$ cat src/rtl/imem_boot_ctrl_if.sv
// ---------------------------------------------------------------------------
// imem_boot_ctrl_if
// Loader word stream into the instruction-memory boot controller.
//   ld_valid  loader -> controller  word valid
//   ld_data   loader -> controller  instruction word
//   ld_ready  controller -> loader  word accepted this cycle
// master = loader, slave = boot controller.
// ---------------------------------------------------------------------------
interface imem_boot_ctrl_if #(
  parameter int DATA_W = 32
);
  logic              ld_valid;
  logic [DATA_W-1:0] ld_data;
  logic              ld_ready;

  modport master (output ld_valid, output ld_data, input ld_ready);
  modport slave  (input ld_valid, input ld_data, output ld_ready);
endinterface

$ cat src/rtl/imem_boot_ctrl.sv
// ---------------------------------------------------------------------------
// imem_boot_ctrl
// Boots a program into instruction memory from a loader stream, then hands
// the memory read port to the CPU and traps out-of-range PCs.
// Ports:
//   clk, rst_n        clock, asynchronous active-low reset
//   load_start        one-cycle load request, load_len sampled with it
//   load_len          words to load (clamped to 2^ADDR_W, 0 ignored)
//   ld                loader stream (ld_valid/ld_data/ld_ready), slave side
//   cpu_pc            CPU word address
//   mem_rdata         combinational read data from instruction memory
//   mem_addr/we/wdata instruction-memory address and write port
//   instr, cpu_stall  instruction to CPU and CPU hold request
//   busy, done, fault load in progress, load-complete pulse, sticky PC fault
//   words_loaded      words written by the most recent load
// ---------------------------------------------------------------------------
module imem_boot_ctrl #(
  parameter int ADDR_W = 8,
  parameter int DATA_W = 32
) (
  input  logic              clk,
  input  logic              rst_n,
  input  logic              load_start,
  input  logic [ADDR_W:0]   load_len,
  imem_boot_ctrl_if.slave   ld,
  input  logic [31:0]       cpu_pc,
  input  logic [DATA_W-1:0] mem_rdata,
  output logic [ADDR_W-1:0] mem_addr,
  output logic              mem_we,
  output logic [DATA_W-1:0] mem_wdata,
  output logic [DATA_W-1:0] instr,
  output logic              cpu_stall,
  output logic              busy,
  output logic              done,
  output logic              fault,
  output logic [ADDR_W:0]   words_loaded
);

  localparam logic [1:0] IDLE  = 2'd0;
  localparam logic [1:0] LOAD  = 2'd1;
  localparam logic [1:0] RUN   = 2'd2;
  localparam logic [1:0] FAULT = 2'd3;

  localparam logic [ADDR_W:0] MAX_LEN = {1'b1, {ADDR_W{1'b0}}};
  localparam logic [ADDR_W:0] ONE     = {{ADDR_W{1'b0}}, 1'b1};

  logic [1:0]        state;
  logic [ADDR_W-1:0] wr_ptr;
  logic [ADDR_W:0]   len_q;
  logic [ADDR_W:0]   cnt_q;
  logic              done_q;
  logic              fault_q;

  logic [ADDR_W:0]   clamped_len;
  logic              start_load;
  logic              pc_oob;
  logic              handshake;
  logic              last_word;

  // A load may start from any state except LOAD itself; zero-length requests
  // are dropped so the CPU is never left waiting on an empty load.
  always_comb begin
    clamped_len = (load_len > MAX_LEN) ? MAX_LEN : load_len;
    start_load  = load_start && (load_len != '0) && (state != LOAD);
    pc_oob      = (cpu_pc[31:ADDR_W] != '0);
    handshake   = (state == LOAD) && ld.ld_valid;
    last_word   = handshake && ((cnt_q + ONE) == len_q);
  end

  // wr_ptr is only ADDR_W bits wide: a full-size load wraps it to 0 on the
  // final word, which is harmless because the FSM leaves LOAD at that point.
  always_ff @(posedge clk or negedge rst_n) begin
    if (!rst_n) begin
      state   <= IDLE;
      wr_ptr  <= '0;
      len_q   <= '0;
      cnt_q   <= '0;
      done_q  <= 1'b0;
      fault_q <= 1'b0;
    end else begin
      done_q <= 1'b0;
      if (start_load) begin
        state   <= LOAD;
        wr_ptr  <= '0;
        cnt_q   <= '0;
        len_q   <= clamped_len;
        fault_q <= 1'b0;
      end else begin
        case (state)
          LOAD: begin
            if (handshake) begin
              wr_ptr <= wr_ptr + 1'b1;
              cnt_q  <= cnt_q + ONE;
              if (last_word) begin
                state  <= RUN;
                done_q <= 1'b1;
              end
            end
          end
          RUN: begin
            if (pc_oob) begin
              state   <= FAULT;
              fault_q <= 1'b1;
            end
          end
          default: ;
        endcase
      end
    end
  end

  // All outputs decode straight from state so reset takes effect at once.
  // An out-of-range PC in RUN is squashed to a NOP in the same cycle.
  always_comb begin
    ld.ld_ready = 1'b0;
    mem_we      = 1'b0;
    mem_addr    = wr_ptr;
    mem_wdata   = ld.ld_data;
    instr       = '0;
    cpu_stall   = 1'b1;
    busy        = 1'b0;
    case (state)
      LOAD: begin
        ld.ld_ready = 1'b1;
        busy        = 1'b1;
        mem_we      = ld.ld_valid;
      end
      RUN: begin
        mem_addr = cpu_pc[ADDR_W-1:0];
        if (!pc_oob) begin
          instr     = mem_rdata;
          cpu_stall = 1'b0;
        end
      end
      default: ;
    endcase
  end

  assign done         = done_q;
  assign fault        = fault_q;
  assign words_loaded = cnt_q;

endmodule
$ cat src/flat_wrapper.sv
// flat-port wrapper written by rule: the top's interface ports become plain ports
module imem_boot_ctrl_flat 
#(
  parameter int ADDR_W = 8,
  parameter int DATA_W = 32
)
  (clk, rst_n, load_start, load_len, cpu_pc, mem_rdata, mem_addr, mem_we, mem_wdata, instr, cpu_stall, busy, done, fault, words_loaded, ld_ld_valid, ld_ld_data, ld_ld_ready);
  imem_boot_ctrl_if #(.DATA_W(DATA_W)) ld_i ();
  input  logic clk;
  input  logic rst_n;
  input  logic load_start;
  input  logic [ADDR_W:0] load_len;
  input  logic [31:0] cpu_pc;
  input  logic [DATA_W-1:0] mem_rdata;
  output logic [ADDR_W-1:0] mem_addr;
  output logic mem_we;
  output logic [DATA_W-1:0] mem_wdata;
  output logic [DATA_W-1:0] instr;
  output logic cpu_stall;
  output logic busy;
  output logic done;
  output logic fault;
  output logic [ADDR_W:0] words_loaded;
  input wire logic [$bits(ld_i.ld_valid)-1:0] ld_ld_valid;
  input wire logic [$bits(ld_i.ld_data)-1:0] ld_ld_data;
  output wire logic [$bits(ld_i.ld_ready)-1:0] ld_ld_ready;
  assign ld_i.ld_valid = ld_ld_valid;
  assign ld_i.ld_data = ld_ld_data;
  assign ld_ld_ready = ld_i.ld_ready;
  imem_boot_ctrl #(.ADDR_W(ADDR_W), .DATA_W(DATA_W)) u_core (.clk(clk), .rst_n(rst_n), .load_start(load_start), .load_len(load_len), .ld(ld_i), .cpu_pc(cpu_pc), .mem_rdata(mem_rdata), .mem_addr(mem_addr), .mem_we(mem_we), .mem_wdata(mem_wdata), .instr(instr), .cpu_stall(cpu_stall), .busy(busy), .done(done), .fault(fault), .words_loaded(words_loaded));
endmodule
$ cat config.mk
export PLATFORM = sky130hd
export DESIGN_NAME = imem_boot_ctrl_flat
export DESIGN_NICKNAME = d
export VERILOG_FILES = /design/src/rtl/imem_boot_ctrl_if.sv /design/src/rtl/imem_boot_ctrl.sv /design/src/flat_wrapper.sv
export SDC_FILE = /design/constraint.sdc
export NUM_CORES = 1
export LEC_CHECK = 0
export CORE_MARGIN = 5
export CORE_UTILIZATION = 35
export DETAILED_ROUTE_END_ITERATION = 10
export PLACE_DENSITY = 0.93
export SLEW_MARGIN = 20
export SYNTH_ARGS = -nofsm -noshare
export SYNTH_HDL_FRONTEND = slang
export SYNTH_SLANG_ARGS = --single-unit
$ cat constraint.sdc
create_clock -name clk -period 4.5 [get_ports clk]
set_clock_uncertainty 0.15 [all_clocks]
set_input_delay 1.35 -clock clk [delete_from_list [all_inputs] [get_ports clk]]
set_output_delay 1.35 -clock clk [all_outputs]
set_load 0.01 [all_outputs]
; ---- Word-level counts from Yosys, hierarchy flattened
; Cells that the tools add are included.
[classes]
addsub = 2
n_lt_le_gt_ge = 1
eq_ne = 7
mux = 26
n_reduce_logical = 14
[ops]
columns = operator, count
row1 = 32-bit 2-to-1 mux, 2
row2 = 9-bit 2-to-1 mux, 4
row3 = 8-bit 2-to-1 mux, 4
row4 = 24-bit nonzero test, 1
row5 = 1-bit 2-to-1 mux, 11
row6 = "9-bit by 1-bit adder with 9-bit output, second input constant", 1
row7 = 9-bit equality test, 1
row8 = "9-bit > comparator, second input constant", 1
row9 = "3-bit by 1-bit != test with 1-bit output, second input constant", 3
row10 = 9-bit nonzero test, 1
row11 = "8-bit by 1-bit adder with 8-bit output, second input constant", 1
row12 = 2-bit 2-to-1 mux, 4
row13 = 2-bit nonzero test, 4
row14 = 1-bit logical AND, 4
row15 = 2-bit one-hot mux with 2 select lines, 1
row16 = 2-bit AND reduction, 2
row17 = 4-bit AND reduction, 1
row18 = 3-bit nonzero test, 1
row19 = "2-bit by 1-bit equality test with 1-bit output, second input constant", 1
row20 = "2-bit equality test, second input constant", 1
row21 = "2-bit by 1-bit != test with 1-bit output, second input constant", 1
[totals]
reg_bits = 30
in_bits = 109
output_inout_bits = 87
word_cells = 56

; ---- Logic depth before layout (Yosys ltp)
; Gate-level depths: netlist (run 1).
[logic_depth]
word_depth = 7
depth_mapped = 9
depth_no_buf = 9

; ---- Worst setup path after synthesis (run 1)
; Ideal clock, no wire load.
[synth_timing]
path_kind = input-to-output
start = input port cpu_pc[27]
end = output port instr[22]
arrival_ns = 2.562
slack_ns = 0.438
stages = 5
path_buffers = 1
cell_sequence = nor4_1 nand4_1 nor3_1 clkbuf_1 and2_1
[synth_between]
elab_chain_cells = 3
[synth_rtl]
columns = item, line_no
row1 = start: declaration, flat_wrapper.sv:13  ; input logic [31:0] cpu_pc;
row2 = 24-bit nonzero test, imem_boot_ctrl.sv:65  ; pc_oob = (cpu_pc[31:ADDR_W] != '0);
row3 = 32-bit 2-to-1 mux, imem_boot_ctrl.sv:130  ; if (!pc_oob) begin
row4 = 32-bit 2-to-1 mux, imem_boot_ctrl.sv:122  ; case (state)
row5 = end: declaration, flat_wrapper.sv:18  ; output logic [DATA_W-1:0] instr;
; Every way passes these cells.

; ---- Worst setup path after layout (run 1)
[layout_timing]
start = input port cpu_pc[14]
end = output port instr[14]
; Same word-level chain as after synthesis.

==> flow_metrics.env, run 1 <==
export IMPL_reg2reg_slack_ps=1950
export IMPL_cts_root_buf="clkbuf_8"
export IMPL_clock_sinks=30
export IMPL_placed_cell_area_sq_um=3513
export IMPL_vias_per_cell=5.187
export IMPL_rsz0062_at_grt="no"
export IMPL_area_growth_syn_to_layout_pct=58.34
export IMPL_grt_overflow_total=0
export IMPL_placementRows=29
export IMPL_ir_drop_v=0.0002611
export IMPL_outcome="completed"
export IMPL_period_needed_ps=4395
export IMPL_startpoint_type="input pin"
export IMPL_postRouteWirelength_um=7863
export IMPL_setup_viol=0
export IMPL_switchingPower_mw=0.4757
export IMPL_synth_avg_cell_area_sq_um=8.410
export IMPL_fmax_ghz=0.2276
export IMPL_ys_flop_type="dfrtp_1"
export IMPL_p_leak_nw=1.811
export IMPL_drc_errors=0
export IMPL_layout_setup_ws_ps=105.5
export IMPL_final_cell_mix="clkdlybuf4s50_1 (77), nand2_1 (40), dfrtp_1 (30), buf_2 (25), and2_1 (24)"
export IMPL_cp_cell_sequence="clkdlybuf4s50_1 > nor4_2 > nand2_1 > nor3_4 > buf_6 > clkbuf_16 > and2_4 > buf_2"
export IMPL_fin_crit_sh=0.9766
export IMPL_dieArea_sq_um=8469
export IMPL_synth_area_sq_um=2355
export IMPL_synth_compound_area_share=0.1057
export IMPL_worstPathArrival_ps=2890
export IMPL_fill_cells=573
export IMPL_cts_reportedPaths_clkPinSlew_ps=60
export IMPL_grt_pass1_vias=2417
export IMPL_drv_slew=0
export IMPL_reg2reg_to="u_core.done"
export IMPL_track_usage=0.1720
export IMPL_port_buffers=131
export IMPL_holdPathStages=2
export IMPL_insertion_delay_ps=280
export IMPL_p_sw_frac=0.3814
export IMPL_post_drt_wl_per_cell_um=16.91
export IMPL_fin_area_sq_um=3729
export IMPL_ys_warn_count=0
export IMPL_nets=500
export IMPL_synth_top_family_by_area="simple AND/OR/NAND/NOR gates"
export IMPL_antennaDiodeCount=0
export IMPL_die_w_um=92.03
export IMPL_drtPass1Iterations=5
export IMPL_hold_path_startpoint="u_core.len_q[0]"
export IMPL_io_pins=196
export IMPL_die_h_um=92.03
export IMPL_synthXorXnorAreaFrac=0.05951
export IMPL_initial_core_util=0.3646
export IMPL_final_common_cell="clkdlybuf4s50_1"
export IMPL_synthMuxAreaShare=0.04251
export IMPL_p_seq_frac=0.331
export IMPL_multi_input_area_sq_um=1328
export IMPL_max_stage_delay_ps=410
export IMPL_seq_area_sq_um=750.7
export IMPL_tightest_slew_ps=549.2
export IMPL_hpwl_um=5965
export IMPL_total_power_mw=1.247
export IMPL_grt_start_max_net_pins=31
export IMPL_end_kind="output pin"
export IMPL_worstHoldEndpoint="u_core.len_q[0]"
export IMPL_grt_pass1_wl_um=11870
export IMPL_routed_via_count=2412
export IMPL_cap_viol_max_count=0
export IMPL_setup_worst_path_class="in2out"
export IMPL_synth_fp_nets=393
export IMPL_p_clk_frac=0.178
export IMPL_async_reset_ff_frac=1.000
export IMPL_post_place_ws_ps=-425.8
export IMPL_place_gp_congestion=0.8277
export IMPL_cts_tree="built"
export IMPL_p_comb_frac=0.492
export IMPL_ant_nets=0
export IMPL_synth_simple_area_share=0.3029
export IMPL_maxSlewHeadroom=0.6339
export IMPL_numCtsBuffers=5
export IMPL_hp_class="reg2reg"
export IMPL_drt_iter0_drc=164
export IMPL_hold_violations=0
export IMPL_cp_max_fo=8
export IMPL_ys_types=46
export IMPL_cts_max_level=2
export IMPL_antenna_found_initial=0
export IMPL_final_setup_tns_ps=0
export IMPL_slowest_stage="clkdlybuf4s50_1"
export IMPL_ys_ff_latch=30
export IMPL_clk_path_buf_depth=2
export IMPL_p_int_mw=0.7717
export IMPL_synthAdderAreaFrac=0.02125
export IMPL_r2r_start="u_core.words_loaded[0]"
export IMPL_power_density_nw_per_um2=334.6
export IMPL_layout_drive_gt1_share=0.2088
export IMPL_synth_seq_area_share=0.3188
export IMPL_postSynthCellCount=280
export IMPL_crit_required_ps=3000
export IMPL_synth_edf_count=0
export IMPL_holdWs_ps=345.8
export IMPL_ff2ff_path_depth=5
export IMPL_core_sq_um=6459
==> worst max-delay path, delay by kind of cell <==
family	cells	cell delay (ps)
buffers and inverters	4	870
AND/OR/NAND/NOR	4	670
==> metrics by stage <==
stage	util	std cells
global route	0.5773	465
floorplan	-	280
global placement	0.5440	450
CTS	0.5434	461
detailed placement	0.5440	450
finish	0.5773	465
==> cell families (layout without fill, tap and decap cells) <==
logic type                 count (synthesis)  in the layout
muxes                                      9              9
DFF                                       30             30
and+or+nand+nor                          131            131
xor gates and xnor gates                  16             16
buffers and inverters                     53            161
AOI/OAI and AO/OA                         37             37
adders and majority gates                  4              4
==> final cells by class <==
| class | instances | share of cell area |
|---|---|---|
| Inverter | 9 | 0.009060 |
| Clock buffer | 7 | 0.02315 |
| Multi-Input combinational cell | 197 | 0.3560 |
| Tap cell | 77 | 0.02584 |
| Clock inverter | 1 | 0.001342 |
| Timing Repair Buffer | 144 | 0.3832 |
| Sequential cell | 30 | 0.2013 |
==> timing repair <==
| item | CTS | global route |
|---|---|---|
| gates resized for setup | 135 | 41 |
| buffers inserted | 2 | 1 |
| setup endpoints to repair | 33 | 33 |
| pin swaps | 3 | 9 |
| hold buffers | 0 | 0 |
| cloned | 1 | 3 |
==> worst max path at each step <==
stage / slack, ps / endpoint / start
floorplan: 440 / instr[22] / cpu_pc[27]
CTS: 10 / cpu_stall / cpu_pc[30]
detailed placement: -430 / instr[29] / cpu_pc[27]
finish: 110 / instr[14] / cpu_pc[14]
global route: 5 / instr[7] / cpu_pc[14]
global placement: -390 / instr[17] / cpu_pc[27]
==> Yosys cell counts, types with 2 or more instances <==
master / instances / area [sq um]
a21oi_1: 5 / 25.02
a311oi_1: 3 / 26.28
a31o_1: 2 / 17.52
and2_1: 32 / 200.2
buf_4: 33 / 247.7
clkbuf_1: 7 / 26.28
clkbuf_8: 2 / 27.53
dfrtp_1: 30 / 750.7
ha_1: 4 / 50.05
inv_1: 8 / 30.03
mux2_2: 8 / 90.09
nand2_1: 40 / 150.1
nand3_1: 9 / 45.04
nand3b_1: 8 / 60.06
nand4_1: 3 / 18.77
nor2_1: 11 / 41.29
nor3_1: 6 / 30.03
nor4_1: 7 / 43.79
o211a_1: 2 / 20.02
o21ai_0: 16 / 80.08
o41ai_1: 2 / 17.52
or3_1: 4 / 25.02
xnor2_1: 9 / 78.83
xor2_1: 7 / 61.31
==> sequential cells by signal, summed over array words and instances (netlist names) <==
name,count
u_core.len_q,9
u_core.state,2
u_core.wr_ptr,8
u_core.done,1
u_core.fault,1
u_core.words_loaded,9
==> per-layer routing <==
metal,track usage,vias up,routed length (um)
met4,0.05198,0,156
met3,0.04010,21,541
li1,-,1140,-
met2,0.3127,112,4212
met1,0.2002,1139,2952
met5,0,-,0
==> power groups by stage <==
stage / Sequential [mW] / Combinational, mW / Clock, mW
after detailed placement: 0.414 / 0.608 / 0
final: 0.413 / 0.613 / 0.222
after global placement: 0.408 / 0.588 / 0
after CTS: 0.410 / 0.617 / 0.227
after global routing: 0.422 / 0.668 / 0.241
after floorplan: 0.399 / 0.383 / 0
Power figures use the tool's default switching activity.
==> run 2: changes to the inputs <==
--- a/config.mk
+++ b/config.mk
@@ -7,9 +7,11 @@
 export LEC_CHECK = 0
 export CORE_MARGIN = 5
 export CORE_UTILIZATION = 35
+export CTS_CLUSTER_DIAMETER = 100
 export DETAILED_ROUTE_END_ITERATION = 10
 export PLACE_DENSITY = 0.93
 export SLEW_MARGIN = 20
 export SYNTH_ARGS = -nofsm -noshare
 export SYNTH_HDL_FRONTEND = slang
 export SYNTH_SLANG_ARGS = --single-unit
+export TNS_END_PERCENT = 10
==> flow_metrics.env, run 2 (synthesis gave the netlist of run 1 again) <==
export IMPL_fmax_ghz=0.2276
export IMPL_setup_worst_path_class="in2out"
export IMPL_startpoint_type="input pin"
export IMPL_area_growth_syn_to_layout_pct=57.65
export IMPL_hp_class="reg2reg"
export IMPL_setup_viol=0
export IMPL_grt_pass1_wl_um=11870
export IMPL_power_density_nw_per_um2=336.0
export IMPL_ant_nets=0
export IMPL_post_drt_wl_per_cell_um=16.87
export IMPL_p_seq_frac=0.330
export IMPL_final_setup_tns_ps=0
export IMPL_grt_start_max_net_pins=31
export IMPL_p_int_mw=0.7717
export IMPL_routed_via_count=2402
export IMPL_p_leak_nw=1.805
export IMPL_hold_buffers=0
export IMPL_die_w_um=92.03
export IMPL_grt_overflow_total=0
export IMPL_grt_pass1_vias=2418
export IMPL_insertion_delay_ps=280
export IMPL_antennaDiodeCount=0
export IMPL_clk_path_buf_depth=2
export IMPL_startpoint="cpu_pc[14]"
export IMPL_crit_required_ps=3000
export IMPL_die_h_um=92.03
export IMPL_end_kind="output pin"
export IMPL_final_core_util=0.5748
export IMPL_total_power_mw=1.247
export IMPL_holdWs_ps=348.0
export IMPL_period_needed_ps=4393
export IMPL_cts_tree="built"
export IMPL_drv_slew=0
export IMPL_rsz0062_at_grt="no"
export IMPL_final_common_cell="clkdlybuf4s50_1"
export IMPL_maxSlewHeadroom=0.6443
export IMPL_tightest_slew_ps=533.5
export IMPL_cts_reportedPaths_clkPinSlew_ps=60
export IMPL_reg2reg_slack_ps=1930
export IMPL_place_gp_congestion=0.8277
export IMPL_outcome="completed"
export IMPL_drtPass1Iterations=4
export IMPL_layout_drive_gt1_share=0.1985
export IMPL_dieArea_sq_um=8469
export IMPL_p_comb_frac=0.491
export IMPL_cts_root_buf="clkbuf_8"
export IMPL_port_buffers=131
export IMPL_initial_core_util=0.3646
export IMPL_worstPathArrival_ps=2890
export IMPL_critPathCapture="instr[14]"
export IMPL_switchingPower_mw=0.4755
export IMPL_hold_violations=0
export IMPL_post_place_ws_ps=-425.8
export IMPL_final_cell_mix="clkdlybuf4s50_1 (77), nand2_1 (40), dfrtp_1 (30), and2_1 (28), buf_2 (26)"
export IMPL_fin_cells=465
export IMPL_cp_max_fo=8
export IMPL_layout_setup_ws_ps=106.9
export IMPL_placed_cell_area_sq_um=3513
export IMPL_reg2reg_to="u_core.done"
export IMPL_numCtsBuffers=5
export IMPL_p_clk_frac=0.179
export IMPL_io_pins=196
export IMPL_fin_area_sq_um=3712
export IMPL_clock_sinks=30
export IMPL_vias_per_cell=5.166
export IMPL_antenna_found_initial=0
export IMPL_dpl_cell_count=450
export IMPL_track_usage=0.1720
export IMPL_placementRows=29
export IMPL_hpwl_um=5965
export IMPL_cts_max_level=2
export IMPL_fin_crit_sh=0.9762
export IMPL_core_sq_um=6459
export IMPL_ir_drop_v=0.0002584
export IMPL_nets=500
export IMPL_p_sw_frac=0.3813
export IMPL_ff2ff_path_depth=5
export IMPL_drc_errors=0
export IMPL_cap_viol_max_count=0
export IMPL_r2r_start="u_core.words_loaded[0]"
export IMPL_drt_iter0_drc=156
export IMPL_postRouteWirelength_um=7845
[run 2: cell counts in the layout (fill, tap and decap cells not counted)]
Identical to the previous run, type by type.
[run 2: how the worst min path moves through the flow]
stage,start,to,slack [ps],depth (start not counted)
3_5_place_dp,u_core.len_q[0],u_core.len_q[0],340,2
3_3_place_gp,u_core.len_q[0],u_core.len_q[0],330,2
6_report,u_core.len_q[0],u_core.len_q[0],350,2
4_1_cts,u_core.len_q[0],u_core.len_q[0],350,2
5_1_grt,u_core.len_q[6],u_core.len_q[6],370,2
2_1_floorplan,u_core.len_q[0],u_core.len_q[0],310,2
[run 2: final cells by class]
| type | count | area, sq um |
|---|---|---|
| clock buffer | 7 | 86.33 |
| multi-input combinational | 197 | 1318 |
| timing repair buffer | 144 | 1423 |
| fill | 574 | 2746 |
| tap | 77 | 96.34 |
| sequential | 30 | 750.7 |
| clock inverter | 1 | 5.005 |
| inverter | 9 | 33.78 |
[run 2: power by group through the flow]
stage          Combinational [mW]  Clock, mW  Sequential (mW)
2_1_floorplan               0.383          0            0.399
3_3_place_gp                0.588          0            0.408
3_5_place_dp                0.608          0            0.414
4_1_cts                     0.617      0.227            0.410
5_1_grt                     0.668      0.241            0.422
6_report                    0.612      0.224            0.412
[run 2: repair_timing]
action	4_1_cts	5_1_grt
endpoints found under the setup margin	33	33
pin swaps	3	9
resized for setup	134	37
gates cloned	1	3
buffers inserted	1	2
[run 2: critical path, stage by stage]
cell and delay (ps):
clkdlybuf4s50_1 410, nor4_2 210, nand2_1 140, nor3_4 190
buf_6 180, clkbuf_16 160, and2_4 130, buf_2 120
[run 2: routing by layer]
| metal | vias up | track usage | part of all wire |
|---|---|---|---|
| met5 | - | 0 | 0 |
| met4 | 0 | 0.05198 | 0.018 |
| met3 | 19 | 0.04010 | 0.073 |
| met2 | 112 | 0.3108 | 0.54 |
| met1 | 1128 | 0.2017 | 0.37 |
| li1 | 1143 | - | - |
